--- src/rtl/data_array_port_arbiter.sv ---
// Single-RW-port owner for a 2048x64 data-array macro: zero-fills every row after reset,
// then arbitrates refill (A, high priority) and core (B) with an anti-starvation override.
module data_array_port_arbiter #(
  parameter int unsigned ADDR_W       = 11,
  parameter int unsigned DATA_W       = 64,
  parameter int unsigned STARVE_LIMIT = 4
) (
  input  logic              clock,
  input  logic              reset_n,
  input  logic              a_valid,
  output logic              a_ready,
  input  logic [ADDR_W-1:0] a_addr,
  input  logic [DATA_W-1:0] a_wdata,
  input  logic [1:0]        a_wmask,
  input  logic              b_valid,
  output logic              b_ready,
  input  logic              b_write,
  input  logic [ADDR_W-1:0] b_addr,
  input  logic [DATA_W-1:0] b_wdata,
  input  logic [1:0]        b_wmask,
  output logic              b_resp_valid,
  output logic [DATA_W-1:0] b_resp_data,
  output logic              init_done,
  output logic              sram_en,
  output logic              sram_wmode,
  output logic [ADDR_W-1:0] sram_addr,
  output logic [DATA_W-1:0] sram_wdata,
  output logic [1:0]        sram_wmask,
  input  logic [DATA_W-1:0] sram_rdata
);

  typedef enum logic [0:0] {StInit, StRun} state_e;

  localparam logic [3:0]        Limit   = 4'(STARVE_LIMIT);
  localparam logic [ADDR_W-1:0] LastRow = '1;

  state_e              state_q, state_d;
  logic [ADDR_W-1:0]   init_ptr_q, init_ptr_d;
  logic [3:0]          starve_q, starve_d;
  logic                rd_pend_q, rd_pend_d;
  logic [DATA_W-1:0]   resp_data_q;
  logic [ADDR_W-1:0]   addr_q;
  logic [DATA_W-1:0]   wdata_q;
  logic [1:0]          wmask_q;
  logic                grant_a, grant_b;

  always_comb begin
    state_d    = state_q;
    init_ptr_d = init_ptr_q;
    starve_d   = starve_q;
    rd_pend_d  = 1'b0;
    grant_a    = 1'b0;
    grant_b    = 1'b0;
    sram_en    = 1'b0;
    sram_wmode = 1'b0;
    sram_addr  = addr_q;
    sram_wdata = wdata_q;
    sram_wmask = wmask_q;
    case (state_q)
      StInit: begin
        sram_en    = 1'b1;
        sram_wmode = 1'b1;
        sram_addr  = init_ptr_q;
        sram_wdata = '0;
        sram_wmask = 2'b11;
        init_ptr_d = init_ptr_q + 1'b1;
        starve_d   = '0;
        if (init_ptr_q == LastRow) state_d = StRun;
      end
      StRun: begin
        grant_b = b_valid && (!a_valid || (starve_q == Limit));
        grant_a = a_valid && !grant_b;
        if (grant_a) begin
          sram_en    = 1'b1;
          sram_wmode = 1'b1;
          sram_addr  = a_addr;
          sram_wdata = a_wdata;
          sram_wmask = a_wmask;
        end else if (grant_b) begin
          sram_en    = 1'b1;
          sram_wmode = b_write;
          sram_addr  = b_addr;
          sram_wdata = b_wdata;
          sram_wmask = b_write ? b_wmask : 2'b00;
        end
        if (!b_valid || grant_b) begin
          starve_d = '0;
        end else if (starve_q != Limit) begin
          starve_d = starve_q + 4'd1;
        end
        rd_pend_d = grant_b && !b_write;
      end
      default: state_d = StInit;
    endcase
    // Keep the macro quiet while reset is held, even though the FSM already sits in StInit.
    if (!reset_n) begin
      grant_a    = 1'b0;
      grant_b    = 1'b0;
      sram_en    = 1'b0;
      sram_wmode = 1'b0;
      sram_addr  = '0;
      sram_wdata = '0;
      sram_wmask = 2'b00;
    end
  end

  assign a_ready      = grant_a;
  assign b_ready      = grant_b;
  assign init_done    = (state_q == StRun);
  assign b_resp_valid = rd_pend_q;
  assign b_resp_data  = rd_pend_q ? sram_rdata : resp_data_q;

  always_ff @(posedge clock or negedge reset_n) begin
    if (!reset_n) begin
      state_q     <= StInit;
      init_ptr_q  <= '0;
      starve_q    <= '0;
      rd_pend_q   <= 1'b0;
      resp_data_q <= '0;
      addr_q      <= '0;
      wdata_q     <= '0;
      wmask_q     <= 2'b00;
    end else begin
      state_q     <= state_d;
      init_ptr_q  <= init_ptr_d;
      starve_q    <= starve_d;
      rd_pend_q   <= rd_pend_d;
      resp_data_q <= b_resp_data;
      addr_q      <= sram_addr;
      wdata_q     <= sram_wdata;
      wmask_q     <= sram_wmask;
    end
  end

endmodule
--- config.mk ---
export PLATFORM = sky130hd
export DESIGN_NAME = data_array_port_arbiter
export DESIGN_NICKNAME = d
export VERILOG_FILES = /design/src/rtl/data_array_port_arbiter.sv
export SDC_FILE = /design/constraint.sdc
export NUM_CORES = 1
export LEC_CHECK = 0
export ABC_CLOCK_PERIOD_IN_PS = 1400
export BUFFER_PORTS_ARGS = -buffer_cell sky130_fd_sc_hd__buf_2
export CAP_MARGIN = 20
export CORE_AREA = 4 4 143 145
export CTS_CLUSTER_SIZE = 10
export DETAILED_ROUTE_END_ITERATION = 8
export DIE_AREA = 0 0 147 149
export GPL_TIMING_DRIVEN = 0
export PLACE_DENSITY = 0.69
export SYNTH_ARGS = -nofsm -noshare
export SYNTH_HDL_FRONTEND = slang
export SYNTH_SLANG_ARGS = --single-unit
export TNS_END_PERCENT = 100
--- constraint.sdc ---
create_clock -name clock -period 1.4 [get_ports clock]
set_input_delay 0.07 -clock clock [delete_from_list [all_inputs] [get_ports clock]]
set_output_delay 0.07 -clock clock [all_outputs]
set_load 0.05 [all_outputs]
==> results.sh, run 1 <==
export IMPL_power_frac_seq_pct=41.5
export IMPL_num_rows=51
export IMPL_h_tree_depth=4
export IMPL_avgSynthCellArea_sq_um=11.5
export IMPL_vias=8381
export IMPL_slowest_stage="dfrtp_1"
export IMPL_synth_top_cells_by_area="dfrtp_1, mux2_2, a32oi_1"
export IMPL_synth_fp_nets=822
export IMPL_violations="negative hold slack, negative setup slack"
export IMPL_synth_distinct_cells=34
export IMPL_coreArea_sq_mm=0.0192
export IMPL_cts_tree="built"
export IMPL_first_pass_iters=5
export IMPL_cts_path_max_buffers=2
export IMPL_fmax_mhz=419
export IMPL_io_pins=370
export IMPL_vias_per_cell=5.63
export IMPL_numClockSinks=158
export IMPL_finalSetupViolations=262
export IMPL_fin_crit_ns=2.39
export IMPL_cts_hold_buf=119
export IMPL_switching_share_pct=29.6
export IMPL_routedWlPerCell_um=27.4
export IMPL_dieArea_sq_mm=0.0219
export IMPL_start_util_pct=35.8
export IMPL_cpPeakStageDelay_ns=0.38
export IMPL_grt_max_degree=97
export IMPL_p_clk_share_pct=42.6
export IMPL_syn_area_sq_mm=0.00688
export IMPL_track_usage_pct=31.8
export IMPL_cts_buffers=17
export IMPL_fin_ws_ns=-0.989
export IMPL_slew_headroom_pct=12.5
export IMPL_first_global_vias=9123
export IMPL_cpLargestDelayFamily="buffers and inverters"
export IMPL_place_hpwl_um=19600
export IMPL_total_power_uw=11000
export IMPL_p_sw_uw=3260
export IMPL_combPwrFrac_pct=15.9
export IMPL_clk_pin_slew_worst_paths_ns=0.08
export IMPL_path_class="flop to output port"
export IMPL_drt_initial_drc_count=510
export IMPL_ys_seq_area_share_pct=57.5
export IMPL_required_ns=1.33
export IMPL_dp_cells=1230
export IMPL_arrival_ns=2.32
export IMPL_grt_pass1_wl_um=53400
export IMPL_status="complete, but fails checks"
export IMPL_die_h_um=149
export IMPL_end_kind="output port"
export IMPL_async_flop_share_pct=100
export IMPL_wirelength_um=40800
export IMPL_path_max_fanout=7
export IMPL_drc=0
export IMPL_syn_to_final_growth_pct=142
export IMPL_port_buffer_count=368
export IMPL_ys_flop_type="dfrtp_1"
export IMPL_worst_pin_slew_ns=1.31
export IMPL_die_w_um=147
export IMPL_drive_above_1_share_pct=68.5
export IMPL_synthTopCellsByCount="dfrtp_1, o21ai_0, a21oi_1, mux2_2, a32oi_1"
export IMPL_placed_area_sq_mm=0.0102
export IMPL_hp_class="input pin to asynchronous set/reset pin"
export IMPL_crit_path_start_kind="flop"
export IMPL_synth_edf_count=0
export IMPL_crit_chain="inv_1, ha_2, nand4b_1, buf_6, buf_12, buf_12, buf_8, nand3_4, a41oi_4, buf_6"
export IMPL_yosysMostFrequentCell="dfrtp_1"
export IMPL_synth_area_leader_cell="dfrtp_1"
export IMPL_gp_congestion=0.811
export IMPL_p_int_uw=7750
export IMPL_ys_seq_elements=158
export IMPL_grt_overflow_total=0
export IMPL_timing_final_crit_share_pct=171
export IMPL_syn_inst=596
export IMPL_ant_nets=0
export IMPL_nets=1431
export IMPL_slew_violations=0
export IMPL_yosysTopAreaCellShare_pct=57.5
export IMPL_clk_latency_ns=0.43
export IMPL_fin_hold_ws_ns=-0.425
export IMPL_rsz0062_at_grt="true"
export IMPL_maxCapViolations=0
export IMPL_cts_root_buf="clkbuf_16"
export IMPL_vdd_ir_drop_max_mv=0.815
export IMPL_p_leak_uw=0.00689
export IMPL_fin_cells=1488
export IMPL_antenna_found_initial=5
export IMPL_hold_violations=62
export IMPL_path_buf_inv=6
export IMPL_yosysWarningCount=0
export IMPL_skew_ns=0.0117
export IMPL_stdcell_area_sq_mm=0.0166
export IMPL_powerDensity_mw_per_mm2=662
## stage by stage
stage	utilization, %	worst slack, ns	setup TNS (ns)
after CTS	80.3	-0.900	-116.75
after global placement	52.7	-3.34	-873.97
after detailed placement	52.9	-0.994	-153.64
after global routing	86.6	-1.06	-148.18
final	86.6	-0.989	-135.19
after floorplan	-	-0.446	-104.45
## sequential cells by signal, indices dropped and copies added (netlist names)
register      count
wmask_q           2
init_ptr_q       11
resp_data_q      64
b_resp_valid      1
starve_q          4
wdata_q          64
addr_q           11
init_done         1
## area by class of cell
| cell class | instances | area [sq um] |
|---|---|---|
| diodes | 5 | 12.5 |
| plain buffers | 58 | 628 |
| clock buffers | 17 | 425 |
| clock inverters | 15 | 145 |
| fillers | 728 | 2570 |
| inverters | 4 | 15.0 |
| multi-input cells | 373 | 5520 |
| flip-flops and latches | 158 | 3960 |
| well taps | 265 | 332 |
| repair buffers | 593 | 5610 |
## power by group through the flow
stage | logic [uW] | registers, uW | clock network (uW)
after detailed placement | 912 | 4660 | 0
after floorplan | 399 | 4660 | 0
after global routing | 1820 | 4570 | 4920
after global placement | 892 | 4660 | 0
final | 1750 | 4570 | 4700
after CTS | 1500 | 4570 | 4630
## per-layer routing
metal  routed length, um  vias up  global-route usage (%)
met5                   0        -                       0
met4                2450        0                    17.3
met3                2810      162                    7.54
met2               21100      567                    56.7
met1               14400     4152                    35.1
li1                    -     3500                       -
## repair_timing
item / CTS / global route
gates cloned: 12 / 3
buffers inserted: 48 / 47
gates resized for setup: 693 / 179
setup endpoints to repair: 287 / 275
hold endpoints to repair: 180 / 62
pin swaps: 106 / 111
## placed cells by master, fill, tap and decap left out, types with 7 or more instances in the layout
cell type / n
dfrtp_1: 157
nand3_4: 7
nand2_1: 18
o21ai_0: 11
buf_12: 16
o21ai_1: 14
clkbuf_16: 27
dlygate4sd3_1: 119
a32oi_4: 49
buf_4: 18
mux2_2: 20
clkbuf_1: 15
a32oi_2: 12
nor2_1: 8
buf_8: 76
buf_2: 229
a21oi_4: 65
buf_6: 150
o21ai_4: 46
a41oi_4: 13
mux2_4: 45
o21ai_2: 16
## worst paths after layout
kind	from	to	slack (ns)	cells past startpoint
max reg2reg	starve_q[1]$_DFFE_PN0P_	addr_q[10]$_DFF_PN0_	-0.64	11
min reg2reg	resp_data_q[6]$_DFF_PN0_	resp_data_q[6]$_DFF_PN0_	0.51	1
max in group asynchronous	reset_n	wdata_q[20]$_DFF_PN0_	0.93	2
max	starve_q[1]$_DFFE_PN0P_	sram_addr[10]	-0.99	10
min in group clock	b_wdata[55]	wdata_q[55]$_DFF_PN0_	0.02	3
min	reset_n	resp_data_q[45]$_DFF_PN0_	-0.43	1
## logic make-up (layout without fill, tap and decap cells)
| logic type | count (synthesis) | after routing | share of synthesized area [%] |
|---|---|---|---|
| compound gates | 234 | 234 | 21.4 |
| xor+xnor | 12 | 12 | 1.53 |
| fa+ha+maj | 3 | 3 | 0.546 |
| buf+inv | 65 | 687 | 4.16 |
| flops | 158 | 158 | 57.5 |
| mux | 65 | 65 | 10.6 |
| other cells | 0 | 5 | 0 |
| simple gates | 59 | 59 | 4.24 |
## worst reg2reg max path: stages (launching register included)
cell      delay (ns)
dfrtp_1         0.41
inv_1           0.07
ha_2            0.18
nand4b_1        0.16
buf_6           0.18
buf_12          0.14
buf_12          0.15
buf_8           0.13
nand3_4         0.09
a41oi_4         0.15
buf_4           0.18
buf_4           0.12
(Power assumes the default switching activity.)
==> run 2, diff against run 1 <==
- ABC_CLOCK_PERIOD_IN_PS: 1400 -> 2050
- CORE_AREA: 4 4 143 145 -> 2 2 145 147
- PLACE_DENSITY: 0.69 -> 0.66
- clock period: 1.4 -> 2.05 ns (I/O delays scaled with it)
==> run 2 against run 1 <==
Sequential power is 32% lower. Die area stayed put. Largest cell class unchanged. Highest routed layer is now met5. Final area is 22% lower. Utilization is 24 points lower. Clock power is 35% lower. The flow still finishes with violations (negative hold slack, negative setup slack). First-iteration DRC count is 49% lower. Critical path type unchanged. Sequential share of layout area is 6.9 points higher. Clock skew is 0.0019 ns lower.
==> results.sh, run 2 (synthesis results as in run 1) <==
export IMPL_antenna_found_initial=1
export IMPL_cts_hold_buf=117
export IMPL_first_global_vias=7881
export IMPL_clk_pin_slew_worst_paths_ns=0.07
export IMPL_grt_pass1_wl_um=42900
export IMPL_violations="negative hold slack, negative setup slack"
export IMPL_fmax_mhz=416
export IMPL_total_power_uw=7020
export IMPL_dieArea_sq_mm=0.0219
export IMPL_required_ns=1.95
export IMPL_cpPeakStageDelay_ns=0.39
export IMPL_seqCellArea_sq_mm=0.00396
export IMPL_slew_violations=0
export IMPL_fin_ws_ns=-0.356
export IMPL_powerDensity_mw_per_mm2=544
export IMPL_p_leak_uw=0.00617
export IMPL_first_pass_iters=4
export IMPL_drt_initial_drc_count=261
export IMPL_io_pins=370
export IMPL_place_hpwl_um=18400
export IMPL_maxCapViolations=0
export IMPL_die_w_um=147
export IMPL_die_h_um=149
export IMPL_worst_pin_slew_ns=1.14
export IMPL_antenna_cells=0
export IMPL_multi_input_area_sq_mm=0.00345
export IMPL_port_buffer_count=368
export IMPL_vias=7588
export IMPL_hold_violations=73
export IMPL_h_tree_depth=4
export IMPL_drive_above_1_share_pct=60.1
export IMPL_vias_per_cell=5.21
export IMPL_slew_headroom_pct=24.2
export IMPL_grt_overflow_total=0
export IMPL_finalSetupViolations=81
export IMPL_cts_root_buf="clkbuf_16"
export IMPL_crit_chain="inv_1, ha_2, and4b_1, buf_6, buf_8, o211ai_1, a41oi_2, buf_6"
export IMPL_cts_path_max_buffers=2
export IMPL_top_regs="resp_data_q x64, wdata_q x64"
export IMPL_rsz0062_at_grt="true"
export IMPL_gp_congestion=0.833
export IMPL_numClockSinks=158
export IMPL_drc=0
export IMPL_skew_ns=0.00984
export IMPL_utilization_pct=62.8
export IMPL_coreArea_sq_mm=0.0206
export IMPL_routedWlPerCell_um=20.2
export IMPL_path_max_fanout=6
export IMPL_final_common_cell="buf_2"
export IMPL_syn_to_final_growth_pct=87.6
export IMPL_fill_cells=1581
export IMPL_fin_crit_ns=2.41
export IMPL_end_kind="output port"
export IMPL_cts_tree="built"
export IMPL_nets=1394
export IMPL_arrival_ns=2.30
export IMPL_layout_common_cells="buf_2, dfrtp_1, dlygate4sd3_1"
export IMPL_vdd_ir_drop_max_mv=0.518
export IMPL_path_class="flop to output port"
export IMPL_fin_hold_ws_ns=-0.370
export IMPL_status="complete, but fails checks"
export IMPL_slowest_stage="dfrtp_1"
export IMPL_wirelength_um=29500
export IMPL_track_usage_pct=25.1
export IMPL_stdcell_area_sq_mm=0.0129
export IMPL_pre_cts_ws_ns=-0.390
export IMPL_ant_nets=0
export IMPL_hp_class="input pin to asynchronous set/reset pin"
export IMPL_clk_latency_ns=0.42
export IMPL_placed_area_sq_mm=0.00928
export IMPL_timing_final_crit_share_pct=117
export IMPL_start_util_pct=33.5
export IMPL_num_rows=53
export IMPL_crit_path_start_kind="flop"
export IMPL_cpMostUsedCell="buf_6"
export IMPL_cts_buffers=17
export IMPL_grt_max_degree=86
==> run 2: layout make-up <==
type	instances	area share, %
timing repair buffer	556	32.4
buffer	58	3.15
tap	275	2.67
clock buffer	18	3.32
multi-input combinational	373	26.7
sequential	158	30.6
inverter	4	0.116
clock inverter	14	0.969
==> run 2: critical path, delay by kind of cell, from the launching register on <==
family                   cells  cell delay (ns)
AO/OA/AOI/OAI                2             0.44
flip-flops                   1             0.39
AND/OR/NAND/NOR              1             0.24
adder cells (fa/ha/maj)      1             0.19
buffers and inverters        4             0.60
==> run 2: final timing paths <==
kind / start / end / slack (ns) / depth (start not counted)
worst min-delay path: reset_n / resp_data_q[31]$_DFF_PN0_ / -0.37 / 1
min in group clock: a_addr[7] / addr_q[7]$_DFF_PN0_ / 0.05 / 3
worst min register to register: resp_data_q[2]$_DFF_PN0_ / resp_data_q[2]$_DFF_PN0_ / 0.49 / 1
worst max register to register: starve_q[0]$_DFFE_PN0P_ / wdata_q[1]$_DFF_PN0_ / -0.07 / 11
max in group asynchronous: reset_n / init_ptr_q[9]$_DFFE_PN0N_ / 1.58 / 2
worst max-delay path: starve_q[0]$_DFFE_PN0P_ / sram_wmask[1] / -0.36 / 8
==> run 2: report_power, final <==
part / leakage [uW] / total, uW / switching [uW] / internal, uW
clock network: 0.000266 / 3050 / 1450 / 1600
logic: 0.00372 / 850 / 420 / 431
registers: 0.00218 / 3120 / 1.02 / 3120
==> run 2: through the flow <==
| stage | std cells | hold WS, ns | setup TNS [ns] |
|---|---|---|---|
| after CTS | 1417 | -0.341 | -16.38 |
| after floorplan | 596 | -0.193 | -22.86 |
| after global placement | 1239 | 0.343 | -656.39 |
| after detailed placement | 1240 | 0.118 | -20.28 |
| final | 1456 | -0.370 | -20.44 |
| after global routing | 1456 | -0.332 | -28.42 |
==> run 2: metal layers <==
metal	wire [um]	vias to the layer above	share of wire (%)	global-route usage, %
met3	1910	84	6.5	6.97
met4	1080	2	3.6	10.0
li1	-	3409	-	-
met2	14900	360	50	43.1
met5	12	-	0.041	0
met1	11600	3733	39	30.1
==> run 2: repair_timing <==
action | in CTS | in global routing
endpoints found under the hold margin | 190 | 73
endpoints found under the setup margin | 184 | 139
gates cloned | 5 | 4
gates resized for setup | 217 | 185
pin swaps | 38 | 101
buffers inserted | 26 | 35
==> run 3, diff against run 2 <==
- RECOVER_POWER: not set -> 100
==> run 3 against run 2 <==
The run still ends with negative hold slack, negative setup slack left. Register-to-register slack hardly changed. Non-clock buffer count unchanged. Cell count unchanged. Critical path depth rose by 1. Clock power hardly changed. Die area unchanged. First-iteration DRC count grew 24%. Final area decreased by 0.15%. Highest routed layer unchanged. Count of clock-buffer cells in the layout did not move.
==> results.sh, run 3 (synthesis results as in run 1) <==
export IMPL_status="complete, but fails checks"
export IMPL_violations="negative hold slack, negative setup slack"
export IMPL_slew_headroom_pct=23.2
export IMPL_fin_crit_ns=2.41
export IMPL_vias=7561
export IMPL_reg2reg_to="wdata_q[1]$_DFF_PN0_"
export IMPL_h_tree_depth=4
export IMPL_layout_common_cells="buf_2, dfrtp_1, dlygate4sd3_1"
export IMPL_crit_path_start_kind="flop"
export IMPL_hold_violations=73
export IMPL_routedWlPerCell_um=20.3
export IMPL_clk_latency_ns=0.42
export IMPL_fin_cells=1456
export IMPL_wirelength_um=29500
export IMPL_path_max_fanout=6
export IMPL_arrival_ns=2.30
export IMPL_cts_path_max_buffers=2
export IMPL_antenna_cells=0
export IMPL_crit_reg2reg_launch="starve_q[0]$_DFFE_PN0P_"
export IMPL_grt_max_degree=86
export IMPL_io_pins=370
export IMPL_antenna_found_initial=1
export IMPL_nets=1394
export IMPL_timing_final_crit_share_pct=117
export IMPL_cpLargestDelayFamily="buffers and inverters"
export IMPL_numClockSinks=158
export IMPL_drc=0
export IMPL_first_global_vias=7881
export IMPL_top_regs="resp_data_q x64, wdata_q x64"
export IMPL_slowest_stage="dfrtp_1"
export IMPL_fin_hold_ws_ns=-0.383
export IMPL_path_class="flop to output port"
export IMPL_vdd_ir_drop_max_mv=0.517
export IMPL_drt_initial_drc_count=324
export IMPL_wl_met3_um=1950
export IMPL_fmax_mhz=416
export IMPL_cts_root_buf="clkbuf_16"
export IMPL_coreArea_sq_mm=0.0206
export IMPL_dp_cells=1240
export IMPL_finalSetupViolations=81
export IMPL_hp_class="input pin to asynchronous set/reset pin"
export IMPL_dieArea_sq_mm=0.0219
export IMPL_vias_per_cell=5.19
export IMPL_maxCapViolations=0
export IMPL_worst_path_stages=9
export IMPL_cts_buffers=17
export IMPL_skew_ns=0.0114
export IMPL_end_kind="output port"
export IMPL_cts_hold_buf=117
export IMPL_combPwrFrac_pct=12.0
export IMPL_grt_pass1_wl_um=42900
export IMPL_drive_above_1_share_pct=60.1
export IMPL_routed_top_layer="met5"
export IMPL_clk_pin_slew_worst_paths_ns=0.07
export IMPL_seqCellArea_sq_mm=0.00396
export IMPL_slew_violations=0
export IMPL_r2r_setup_slack_ns=-0.07
export IMPL_first_pass_iters=5
export IMPL_port_buffer_count=368
export IMPL_track_usage_pct=25.1
export IMPL_fill_cells=1583
export IMPL_wl_met1_um=11500
export IMPL_grt_overflow_total=0
export IMPL_powerDensity_mw_per_mm2=544
export IMPL_ant_nets=0
export IMPL_crit_chain="inv_1, ha_2, and4b_1, buf_6, buf_8, buf_4, o21ai_2, a21oi_2, buf_6"
export IMPL_cpMostUsedCell="buf_6"
export IMPL_switching_share_pct=26.6
export IMPL_startpoint="starve_q[0]$_DFFE_PN0P_"
export IMPL_required_ns=1.95
export IMPL_start_util_pct=33.5
export IMPL_syn_to_final_growth_pct=87.3
export IMPL_met2_length_um=15000
export IMPL_worst_pin_slew_ns=1.15
export IMPL_final_common_cell="buf_2"
export IMPL_p_clk_share_pct=43.5
export IMPL_tns_ns=-20.59
export IMPL_p_sw_uw=1870
export IMPL_place_hpwl_um=18400
export IMPL_cpPeakStageDelay_ns=0.39
export IMPL_path_buf_inv=5
export IMPL_multi_input_area_sq_mm=0.00345
export IMPL_rsz0062_at_grt="true"
export IMPL_reg2reg_depth=11
export IMPL_gp_congestion=0.833
export IMPL_die_h_um=149
export IMPL_cts_tree="built"
export IMPL_fin_ws_ns=-0.355
export IMPL_endpoint="sram_wdata[4]"
export IMPL_power_frac_seq_pct=44.5
export IMPL_p_leak_uw=0.00616
export IMPL_p_int_uw=5150
export IMPL_num_rows=53
export IMPL_die_w_um=147
run 3: cell types whose count changed in the layout (fill, tap and decap cells not counted), sizes merged:
cell	change
buf	-1
clkbuf	+1
run 3: power by group through the flow:
stage	Clock [uW]	Combinational [uW]	Sequential [uW]
floorplan	0	193	3180
global placement	0	524	3180
CTS	3120	743	3120
finish	3050	845	3120
global route	3270	907	3120
detailed placement	0	537	3180
run 3: layout make-up:
class	count	area share (%)
timing repair buffer	556	32.3
clock inverter	14	0.971
sequential	158	30.7
buffer	58	3.16
clock buffer	18	3.33
multi-input combinational	373	26.7
inverter	4	0.116
tap	275	2.67
run 3: worst register-to-register path, delay by kind of cell, from the launching register on:
kind / cells / cell delay (ns)
simple gates: 1 / 0.15
compound gates: 2 / 0.35
buf+inv: 7 / 0.94
fa+ha+maj: 1 / 0.19
flops: 1 / 0.39
run 3: metal layers:
metal  up-vias  track usage [%]
met5         -                0
met4         2             10.0
met3        80             6.97
met2       355             43.1
met1      3714             30.1
li1       3410                -
run 3: stage by stage:
step	util, %	cell area, sq um	total power, uW	hold WS, ns	worst slack, ns
2_1_floorplan	-	7050	3370	-0.193	-0.319
6_report	62.7	12900	7010	-0.383	-0.355
3_3_place_gp	44.9	9240	3700	0.343	-2.99
4_1_cts	57.7	11900	6980	-0.341	-0.274
5_1_grt	62.7	12900	7290	-0.341	-0.439
3_5_place_dp	45.1	9280	3720	0.118	-0.390
run 3: how the worst min path moves through the flow:
stage | start | endpoint | slack, ns | depth (start not counted)
finish | reset_n | resp_data_q[31]$_DFF_PN0_ | -0.38 | 1
global route | reset_n | resp_data_q[54]$_DFF_PN0_ | -0.34 | 1
CTS | reset_n | resp_data_q[31]$_DFF_PN0_ | -0.34 | 1
detailed placement | reset_n | resp_data_q[31]$_DFF_PN0_ | 0.12 | 1
global placement | b_write | b_resp_valid$_DFF_PN0_ | 0.34 | 2
floorplan | reset_n | addr_q[0]$_DFF_PN0_ | -0.19 | 0
run 3: what timing repair did:
action	4_1_cts	5_1_grt
resized for setup	217	185
pin swaps	38	101
gates cloned	5	4
hold endpoints to repair	190	73
setup buffers	26	35
endpoints found under the setup margin	184	139
